### config.mk
export PLATFORM = sky130hd
export DESIGN_NAME = cpl_timeout_monitor
export DESIGN_NICKNAME = d
export VERILOG_FILES = /design/src/rtl/cpl_timeout_pkg.sv /design/src/rtl/cpl_tag_timer.sv /design/src/rtl/cpl_timeout_monitor.sv
export SDC_FILE = /design/constraint.sdc
export NUM_CORES = 2
export LEC_CHECK = 0
export CORE_UTILIZATION = 60
export CTS_BUF_LIST = sky130_fd_sc_hd__clkbuf_2 sky130_fd_sc_hd__clkbuf_4 sky130_fd_sc_hd__clkbuf_8
export DETAILED_ROUTE_END_ITERATION = 6
export GPL_TIMING_DRIVEN = 0
export PLACE_DENSITY = 0.78
export RECOVER_POWER = 100
export SETUP_SLACK_MARGIN = 0.1
export SLEW_MARGIN = 5
export SYNTH_ARGS = -nofsm -noshare
export SYNTH_HDL_FRONTEND = slang
export SYNTH_SLANG_ARGS = --single-unit
### constraint.sdc
create_clock -name i_clk -period 5.5 [get_ports i_clk]
set_input_delay 1.1 -clock i_clk [delete_from_list [all_inputs] [get_ports i_clk]]
set_output_delay 1.1 -clock i_clk [all_outputs]
set_load 0.005 [all_outputs]
### src/rtl/cpl_timeout_pkg.sv
// cpl_timeout_pkg: tag state encoding, default sizes and saturating counter helper
package cpl_timeout_pkg;
  typedef enum logic [1:0] {ST_IDLE, ST_ACTIVE, ST_EXPIRED} tag_state_t;
  localparam int NUM_TAGS_DEF = 16;
  localparam int CNT_W_DEF = 32;
  function automatic logic [31:0] sat_add(input logic [31:0] a, input logic [1:0] b);
    logic [32:0] s;
    s = {1'b0, a} + {31'b0, b};
    return s[32] ? 32'hFFFF_FFFF : s[31:0];
  endfunction
endpackage

### src/rtl/cpl_tag_timer.sv
// cpl_tag_timer: per-tag IDLE/ACTIVE/EXPIRED state with a timer that runs only while ACTIVE
module cpl_tag_timer
  import cpl_timeout_pkg::*;
#(
  parameter int CNT_W = CNT_W_DEF
) (
  input  logic             i_clk,
  input  logic             i_rst_n,
  input  logic             i_arm,
  input  logic             i_clr,
  input  logic             i_ack,
  input  logic [CNT_W-1:0] i_limit,
  output logic [1:0]       o_state
);
  tag_state_t       r_state, w_state_nxt;
  logic [CNT_W-1:0] r_timer, w_timer_nxt;
  always_ff @(posedge i_clk) begin
    if (!i_rst_n) begin
      r_state <= ST_IDLE;
      r_timer <= '0;
    end else begin
      r_state <= w_state_nxt;
      r_timer <= w_timer_nxt;
    end
  end
  // completion beats expiry; a same-cycle request re-arms after the completion
  always_comb begin
    w_state_nxt = r_state;
    w_timer_nxt = '0;
    case (r_state)
      ST_IDLE:    w_state_nxt = i_arm ? ST_ACTIVE : ST_IDLE;
      ST_ACTIVE:
        if (i_clr) w_state_nxt = i_arm ? ST_ACTIVE : ST_IDLE;
        else if (r_timer >= i_limit) w_state_nxt = ST_EXPIRED;
        else w_timer_nxt = r_timer + 1'b1;
      ST_EXPIRED: w_state_nxt = i_ack ? ST_IDLE : ST_EXPIRED;
      default:    w_state_nxt = ST_IDLE;
    endcase
  end
  assign o_state = r_state;
endmodule

### src/rtl/cpl_timeout_monitor.sv
// cpl_timeout_monitor: per-tag completion timeout tracking with serialized expiry reports and error tally
module cpl_timeout_monitor
  import cpl_timeout_pkg::*;
#(
  parameter int NUM_TAGS = NUM_TAGS_DEF,
  parameter int TAG_W    = 4,
  parameter int CNT_W    = CNT_W_DEF
) (
  input  logic             i_clk,
  input  logic             i_rst_n,
  input  logic [CNT_W-1:0] i_timeout_limit,
  input  logic             i_req_valid,
  input  logic [TAG_W-1:0] i_req_tag,
  input  logic             i_cpl_valid,
  input  logic [TAG_W-1:0] i_cpl_tag,
  output logic             o_timeout_valid,
  output logic [TAG_W-1:0] o_timeout_tag,
  output logic             o_err_req_dup,
  output logic             o_err_cpl_unexp,
  output logic [TAG_W:0]   o_outstanding,
  output logic [31:0]      o_err_count,
  output logic             o_idle
);
  logic [1:0]       w_state [NUM_TAGS];
  logic             w_sel_vld, w_req_ok, w_cpl_ok, w_dup, w_unexp;
  logic [TAG_W-1:0] w_sel;
  logic [TAG_W:0]   w_out_nxt;
  logic [1:0]       w_inc;
  logic             r_tv, r_dup, r_unexp, r_idle;
  logic [TAG_W-1:0] r_tt;
  logic [TAG_W:0]   r_out;
  logic [31:0]      r_err_count;
  for (genvar g = 0; g < NUM_TAGS; g++) begin : g_tag
    cpl_tag_timer #(.CNT_W(CNT_W)) u_tmr (
      .i_clk   (i_clk),
      .i_rst_n (i_rst_n),
      .i_arm   (i_req_valid && i_req_tag == TAG_W'(g)),
      .i_clr   (i_cpl_valid && i_cpl_tag == TAG_W'(g)),
      .i_ack   (w_sel_vld && w_sel == TAG_W'(g)),
      .i_limit (i_timeout_limit),
      .o_state (w_state[g])
    );
  end
  always_comb begin
    w_sel_vld = 1'b0;
    w_sel     = '0;
    for (int i = NUM_TAGS - 1; i >= 0; i--)
      if (w_state[i] == ST_EXPIRED) begin
        w_sel_vld = 1'b1;
        w_sel     = TAG_W'(i);
      end
  end
  // request is judged against the state left after a same-cycle completion
  assign w_cpl_ok  = i_cpl_valid && w_state[i_cpl_tag] == ST_ACTIVE;
  assign w_unexp   = i_cpl_valid && !w_cpl_ok;
  assign w_req_ok  = i_req_valid && (w_state[i_req_tag] == ST_IDLE ||
                     (w_cpl_ok && i_cpl_tag == i_req_tag));
  assign w_dup     = i_req_valid && !w_req_ok;
  assign w_out_nxt = r_out + (TAG_W+1)'(w_req_ok) - (TAG_W+1)'(w_cpl_ok) - (TAG_W+1)'(w_sel_vld);
  assign w_inc     = 2'(w_sel_vld) + 2'(w_dup) + 2'(w_unexp);
  always_ff @(posedge i_clk) begin
    if (!i_rst_n) begin
      r_tv        <= 1'b0;
      r_tt        <= '0;
      r_dup       <= 1'b0;
      r_unexp     <= 1'b0;
      r_out       <= '0;
      r_idle      <= 1'b1;
      r_err_count <= '0;
    end else begin
      r_tv        <= w_sel_vld;
      r_tt        <= w_sel;
      r_dup       <= w_dup;
      r_unexp     <= w_unexp;
      r_out       <= w_out_nxt;
      r_idle      <= w_out_nxt == '0;
      r_err_count <= sat_add(r_err_count, w_inc);
    end
  end
  assign o_timeout_valid = r_tv;
  assign o_timeout_tag   = r_tt;
  assign o_err_req_dup   = r_dup;
  assign o_err_cpl_unexp = r_unexp;
  assign o_outstanding   = r_out;
  assign o_err_count     = r_err_count;
  assign o_idle          = r_idle;
endmodule

Word-level counts from Yosys, hierarchy flattened

Index checks and enable logic that the tools add are counted.

Input bits: 44
Word-level logic and storage cells: 405
Flip-flop bits (word level): 589

Muxes and demuxes: 119
Add/sub/neg operators: 22
Reductions and logical operators: 93
$lt $le $gt $ge: 18
Bitwise operators: 19
Equality and inequality tests: 95

Operators with widths:

| cell                    | count |
|---|---|
| $add A32 B1 Y32 const B | 16 |
| $ge A32 B32 Y1          | 16 |
| $mux W2                 | 52 |
| $eq A4 B4 Y1 const B    | 24 |
| $pmux W2 S3             | 16 |
| $mux W4                 | 16 |
| $reduce_or A4 Y1        | 16 |
| $logic_and A1 B1 Y1     | 53 |
| $eq A4 B3 Y1 const B    | 12 |
| $ne A3 B1 Y1 const B    | 16 |
| $eq A2 B1 Y1 const B    | 17 |
| $logic_not A2 Y1        | 17 |
| $add A32 B2 Y33         | 1 |
| $eq A2 B2 Y1 const B    | 16 |
| $mux W1                 | 32 |
| $mux W32                | 1 |
| $eq A4 B2 Y1 const B    | 6 |
| $not A1 Y1              | 17 |
| $bmux W2 S4             | 2 |
| $eq A4 B1 Y1 const B    | 3 |
| $logic_not A4 Y1        | 3 |
| $ge A5 B5 Y1 const B    | 2 |
| $not A4 Y5              | 2 |
| $sub A5 B1 Y5           | 2 |
| other kinds (7)         | 8 |

Logic depth before layout (Yosys ltp)

Depth after elaboration: 21
Depth in mapped cells: 17

Modules after synthesis

Synthesis repeated with hierarchy kept, for this count alone.

Cell total of the unflattened synthesis: 4941
Area, all modules: 39919.5 sq um

Modules (own cells, without submodules):

| module                              | area each (sq um) | instances | cells an instance | sequential area each (sq um) |
|---|---|---|---|---|
| cpl_tag_timer at g_tag[0].u_tmr ... | 2285.9            | 15        | 284               | 680.7 |
| cpl_timeout_monitor                 | 3369.5            | 1         | 404               | 900.9 |
| cpl_tag_timer at g_tag[6].u_tmr     | 2260.9            | 1         | 277               | 680.7 |

Worst setup path after synthesis

Ideal clock, no wire load.

Path type: in2reg
Start: input port i_cpl_tag[1]
End: register r_err_count[2], in the netlist o_err_count[2]
Library setup time: 0.071 ns
Path buffers: 4
Data required time: 5.429 ns
Cell stages on the path: 15
Slack: 0.771 ns
Data arrival time: 4.658 ns
Path through: buf_4 > mux4_2 > mux4_2 > and2_1 > fa_1 > ha_1 > fa_1 > and3_1 > and3_1 > clkbuf_1 > nand4_1 > or3_1 > buf_2 > buf_4 > a21oi_1

Elaborated cells on any way between the ends: 18

RTL lines:

| item                                       | RTL line                  | source |
|---|---|---|
| start, declared                            | cpl_timeout_monitor.sv:15 | `input logic [TAG_W-1:0] i_cpl_tag,` |
| $not A4 Y5 (not written as such)           | cpl_timeout_monitor.sv:54 | `assign w_cpl_ok = i_cpl_valid && w_state[i_cpl_tag] == ST_ACTIVE;` |
| $bmux W2 S4                                | cpl_timeout_monitor.sv:54 |  |
| $mux W2 (not written as such) (2 in a row) | cpl_timeout_monitor.sv:54 |  |
| $eq A2 B1 Y1                               | cpl_timeout_monitor.sv:54 |  |
| $logic_and A1 B1 Y1                        | cpl_timeout_monitor.sv:54 |  |
| $logic_not A1 Y1                           | cpl_timeout_monitor.sv:55 | `assign w_unexp = i_cpl_valid && !w_cpl_ok;` |
| $logic_and A1 B1 Y1                        | cpl_timeout_monitor.sv:55 |  |
| via w_unexp                                | cpl_timeout_monitor.sv:25 | `logic w_sel_vld, w_req_ok, w_cpl_ok, w_dup, w_unexp;` |
| $add A2 B1 Y2                              | cpl_timeout_monitor.sv:60 | `assign w_inc = 2'(w_sel_vld) + 2'(w_dup) + 2'(w_unexp);` |
| $add A32 B2 Y33                            | cpl_timeout_pkg.sv:8      | `s = {1'b0, a} + {31'b0, b};` |
| $mux W32                                   | cpl_timeout_pkg.sv:9      | `return s[32] ? 32'hFFFF_FFFF : s[31:0];` |
| end signal, assigned                       | cpl_timeout_monitor.sv:77 | `r_err_count <= sat_add(r_err_count, w_inc);` |
| end, declared                              | cpl_timeout_monitor.sv:32 | `logic [31:0] r_err_count;` |

The timed path passes the listed nets, and every way through them passes these cells. The select of a mux whose other input is x is not followed.
A chain may end at the register's enable or synchronous reset.

Final worst setup path

Start: input port i_cpl_tag[1]
End: register r_err_count[15], in the netlist o_err_count[15]

Cells in the longest elaborated chain, start to end: 15
Elaborated cells on any way between the ends: 18

Ends and longest elaborated chain:

| item                                       | RTL line                  | source |
|---|---|---|
| $not A4 Y5 (not written as such)           | cpl_timeout_monitor.sv:54 |  |
| $bmux W2 S4                                | cpl_timeout_monitor.sv:54 |  |
| $mux W2 (not written as such) (2 in a row) | cpl_timeout_monitor.sv:54 |  |
| $eq A2 B1 Y1                               | cpl_timeout_monitor.sv:54 |  |
| $logic_and A1 B1 Y1                        | cpl_timeout_monitor.sv:54 |  |
| $logic_and A1 B1 Y1 (*)                    | cpl_timeout_monitor.sv:57 | `(w_cpl_ok && i_cpl_tag == i_req_tag));` |
| $logic_or A1 B1 Y1 (*)                     | cpl_timeout_monitor.sv:56 | `assign w_req_ok = i_req_valid && (w_state[i_req_tag] == ST_IDLE \|\|` |
| $logic_and A1 B1 Y1 (*)                    | cpl_timeout_monitor.sv:56 |  |
| $logic_not A1 Y1 (*)                       | cpl_timeout_monitor.sv:58 | `assign w_dup = i_req_valid && !w_req_ok;` |
| $logic_and A1 B1 Y1 (*)                    | cpl_timeout_monitor.sv:58 |  |
| via w_dup                                  | cpl_timeout_monitor.sv:25 |  |
| $add A1 B1 Y2 (*)                          | cpl_timeout_monitor.sv:60 |  |
| $add A2 B1 Y2 (*)                          | cpl_timeout_monitor.sv:60 |  |
| $add A32 B2 Y33 (*)                        | cpl_timeout_pkg.sv:8      |  |
| $mux W32 (*)                               | cpl_timeout_pkg.sv:9      |  |

Mark *: on every way through the listed nets, which the timed path passes. The rest lies on a longest branch. The select of a mux whose other input is x is not followed.

==> flow_metrics.tcl <==
set metrics [dict create \
    numCtsBuffers 102 \
    setup_violations 0 \
    grt_usage_pct 32.5 \
    synthFlopType "dfxtp_1" \
    port_buffers 81 \
    drv_slew 0 \
    regToRegSetupSlack_ns 0.67 \
    grt_pass1_vias 29448 \
    rows 89 \
    ios 89 \
    max_slew_margin_pct 4.86 \
    rsz0062_at_grt "no" \
    holdPathEnd "g_tag[11].u_tmr.r_timer[0]" \
    synth_most_common_cell "nor2_1" \
    required_ns 6.10 \
    max-clock-path-buffers 3 \
    synthAdderAreaFrac_pct 18.6 \
    fp.dieW_um 248 \
    drive_above_1_share_pct 5.50 \
    drc 0 \
    dp_hpwl_um 66800 \
    cts.sink_count 589 \
    die_area_um2 61600 \
    drt_iter0_markers 2289 \
    worstHoldStart "g_tag[11].u_tmr.r_timer[0]" \
    syn_to_final_growth_pct 11.2 \
    path_cells "buf_4 -> mux4_2 -> mux4_2 -> or2_0 -> nor2_4 -> nor2_1 -> and2_0 -> ha_1 -> fa_1 -> and3_1 -> and3_1 -> clkbuf_1 -> nand4_1 -> or3_1 -> clkbuf_1 -> clkbuf_1 -> a21oi_1" \
    min_period_ns 4.84 \
    ir_drop_mv 0.213 \
    finalSetupTns_ns 0 \
    yosys-top-cells-count "nor2_1 (707), dfxtp_1 (589), ha_1 (535)" \
    rr_worst_depth 17 \
    grt_overflow 0 \
    first_pass_iters 7 \
    endpoint_kind "flop" \
    critPathLaunchType "input port" \
    synth_top_family_by_area "simple AND/OR/NAND/NOR gates" \
    max_freq_mhz 207 \
    r2r-end "o_err_count[15]" \
    core_area_um2 59500 \
    async_flop_share_pct 0 \
    vias_per_cell 5.96 \
    worst_pin_slew_ns 1.43 \
    cts_root_buf "clkbuf_8" \
    syn_avg_cell_area_um2 8.54 \
    grt_pass1_wl_um 156000 \
    cts_resized 0 \
    path_max_fanout 10 \
    multi_input_area_um2 23700 \
    synth-seq-cells 589 \
    initial_core_util_pct 61.2 \
    tritoncts "yes" \
    cts_setup_buffers 0 \
    hold_class "flop to flop" \
    cpPeakStageDelay_ns 0.55 \
    pre_cts_ws_ns 0.190 \
    h-tree-depth 3 \
    hold_buffers 0 \
    slowest_stage "mux4_2" \
    fin_util_pct 68.0 \
    synth_top_area_share_pct 32.4 \
    power.density_nw_per_um2 239 \
    clk_pin_slew_worst_paths_ns 0.06 \
    ys_warn_count 0 \
    yosysTopAreaCell "dfxtp_1" \
    ant_nets 0 \
    cpMostUsedCell "clkbuf_1" \
    wl_um 100000 \
    p_leak_uw 0.0164 \
    seqCellArea_um2 11800 \
    crit_type "input port to flop" \
    syn_nets 4841 \
    vias 31604 \
    fillers 4878 \
    crit_arrival_ns 5.43 \
    maxCapViolCount 0 \
    num-nets-final 5031 \
    ys_seq_area_share_pct 32.4 \
    synth-simple-area-share_pct 24.8 \
    grt_max_degree 17 \
    hold_slack_ns 0.459 \
    setup_ws_ns 0.662 \
    synth_edf_count 0 \
    hold_viol 0 \
    clock-skew-final_ns 0.0313 \
    synth.area.mux_share_pct 0.523 \
    hold_path_depth 1 \
    gp_congestion 0.999 \
    die_h_um 248 \
    r2r_start "g_tag[13].u_tmr.o_state[1]" \
    syn_area_um2 36400 \
    antenna_found_initial 5 \
    ys_types 79 \
    synth_compound_area_share_pct 9.10 \
    synthTopCellsByArea "dfxtp_1 (32%), ha_1 (18%), xor2_1 (7.9%), nor2_1 (7.3%), xnor2_1 (4.4%)" \
    fin_crit_sh_pct 88.0 \
    synth-xor-area-share_pct 12.3 \
    wl_per_cell_um 18.9 \
    status "completed" \
    synthCells 4258 \
    clk_latency_ns 0.75 \
]
==> layout make-up <==
| cell class | count | area share [%] |
|---|---|---|
| repair buffers | 86 | 2.31 |
| diodes | 2 | 0.0124 |
| inverters | 115 | 1.07 |
| clock buffers | 164 | 5.15 |
| clock inverters | 22 | 0.411 |
| plain buffers | 87 | 0.829 |
| multi-input cells | 3467 | 58.7 |
| well taps | 773 | 2.39 |
| flip-flops and latches | 589 | 29.1 |
==> power breakdown <==
part / switching [µW] / total, µW / internal [µW] / leakage (µW)
Sequential: 44.1 / 4360 / 4320 / 0.00475
Clock: 1920 / 4360 / 2440 / 0.00120
Combinational: 624 / 958 / 334 / 0.0105
Total: 2590 / 9680 / 7100 / 0.0164
==> cells in the final DEF, fill, tap and decap left out, types with 82 or more instances in the layout <==
| master | instances |
|---|---|
| nor2_1 | 708 |
| dfxtp_1 | 589 |
| ha_1 | 535 |
| nand2_1 | 335 |
| xor2_1 | 327 |
| nand3_1 | 228 |
| a21oi_1 | 224 |
| xnor2_1 | 184 |
| nand4_1 | 164 |
| clkbuf_8 | 136 |
| and3_1 | 115 |
| inv_1 | 93 |
| o21ai_0 | 89 |
| clkbuf_1 | 82 |
==> logic make-up after synthesis <==
logic type / count (synthesis)
and+or+nand+nor: 1873
DFF: 589
adders and majority gates: 539
AOI/OAI and AO/OA: 535
xor gates and xnor gates: 511
buffers and inverters: 202
muxes: 9
==> how the worst max path moves through the flow <==
| stage | from | depth (start not counted) | slack (ns) | endpoint |
|---|---|---|---|---|
| global route | g_tag[13].u_tmr.o_state[1] | 17 | 0.36 | o_err_count[27] |
| detailed placement | i_cpl_tag[1] | 15 | 0.19 | o_err_count[18] |
| CTS | g_tag[13].u_tmr.o_state[1] | 15 | 0.88 | o_err_count[20] |
| floorplan | i_cpl_tag[1] | 15 | 0.77 | o_err_count[2] |
| finish | i_cpl_tag[1] | 17 | 0.66 | o_err_count[15] |
| global placement | i_timeout_limit[11] | 11 | 0.07 | g_tag[10].u_tmr.r_timer[15] |
==> sequential cells by signal (all words and copies together), names as in the netlist <==
| signal | count |
|---|---|
| g_tag.u_tmr.o_state | 32 |
| g_tag.u_tmr.r_timer | 512 |
| o_err_count | 32 |
| o_err_cpl_unexp | 1 |
| o_err_req_dup | 1 |
| o_idle | 1 |
| o_outstanding | 5 |
| o_timeout_tag | 4 |
| o_timeout_valid | 1 |
==> layer usage <==
| metal | up-vias | track usage (%) | share of wire (%) |
|---|---|---|---|
| met5 | - | 0 | 0.025 |
| met1 | 14886 | 43.9 | 45 |
| met3 | 294 | 5.62 | 7.4 |
| met4 | 4 | 14.7 | 4.5 |
| li1 | 15412 | - | - |
| met2 | 1008 | 50.5 | 43 |
==> worst max-delay path, delay by kind of cell <==
kind | cells | cell delay (ns)
buffers and inverters | 4 | 1.06
muxes | 2 | 1.05
AOI/OAI and AO/OA | 1 | 0.13
adders and majority gates | 2 | 0.63
and+or+nand+nor | 8 | 1.46
==> per-stage QoR <==
step           std cells  power (µW)  instance area [µm²]
6_report            5305        9680                40500
3_5_place_dp        5117        5400                38300
4_1_cts             5303        9730                40500
3_3_place_gp        5112        5370                38100
2_1_floorplan       4258        4970                36400
5_1_grt             5304       10000                40500
(Power assumes the default switching activity.)
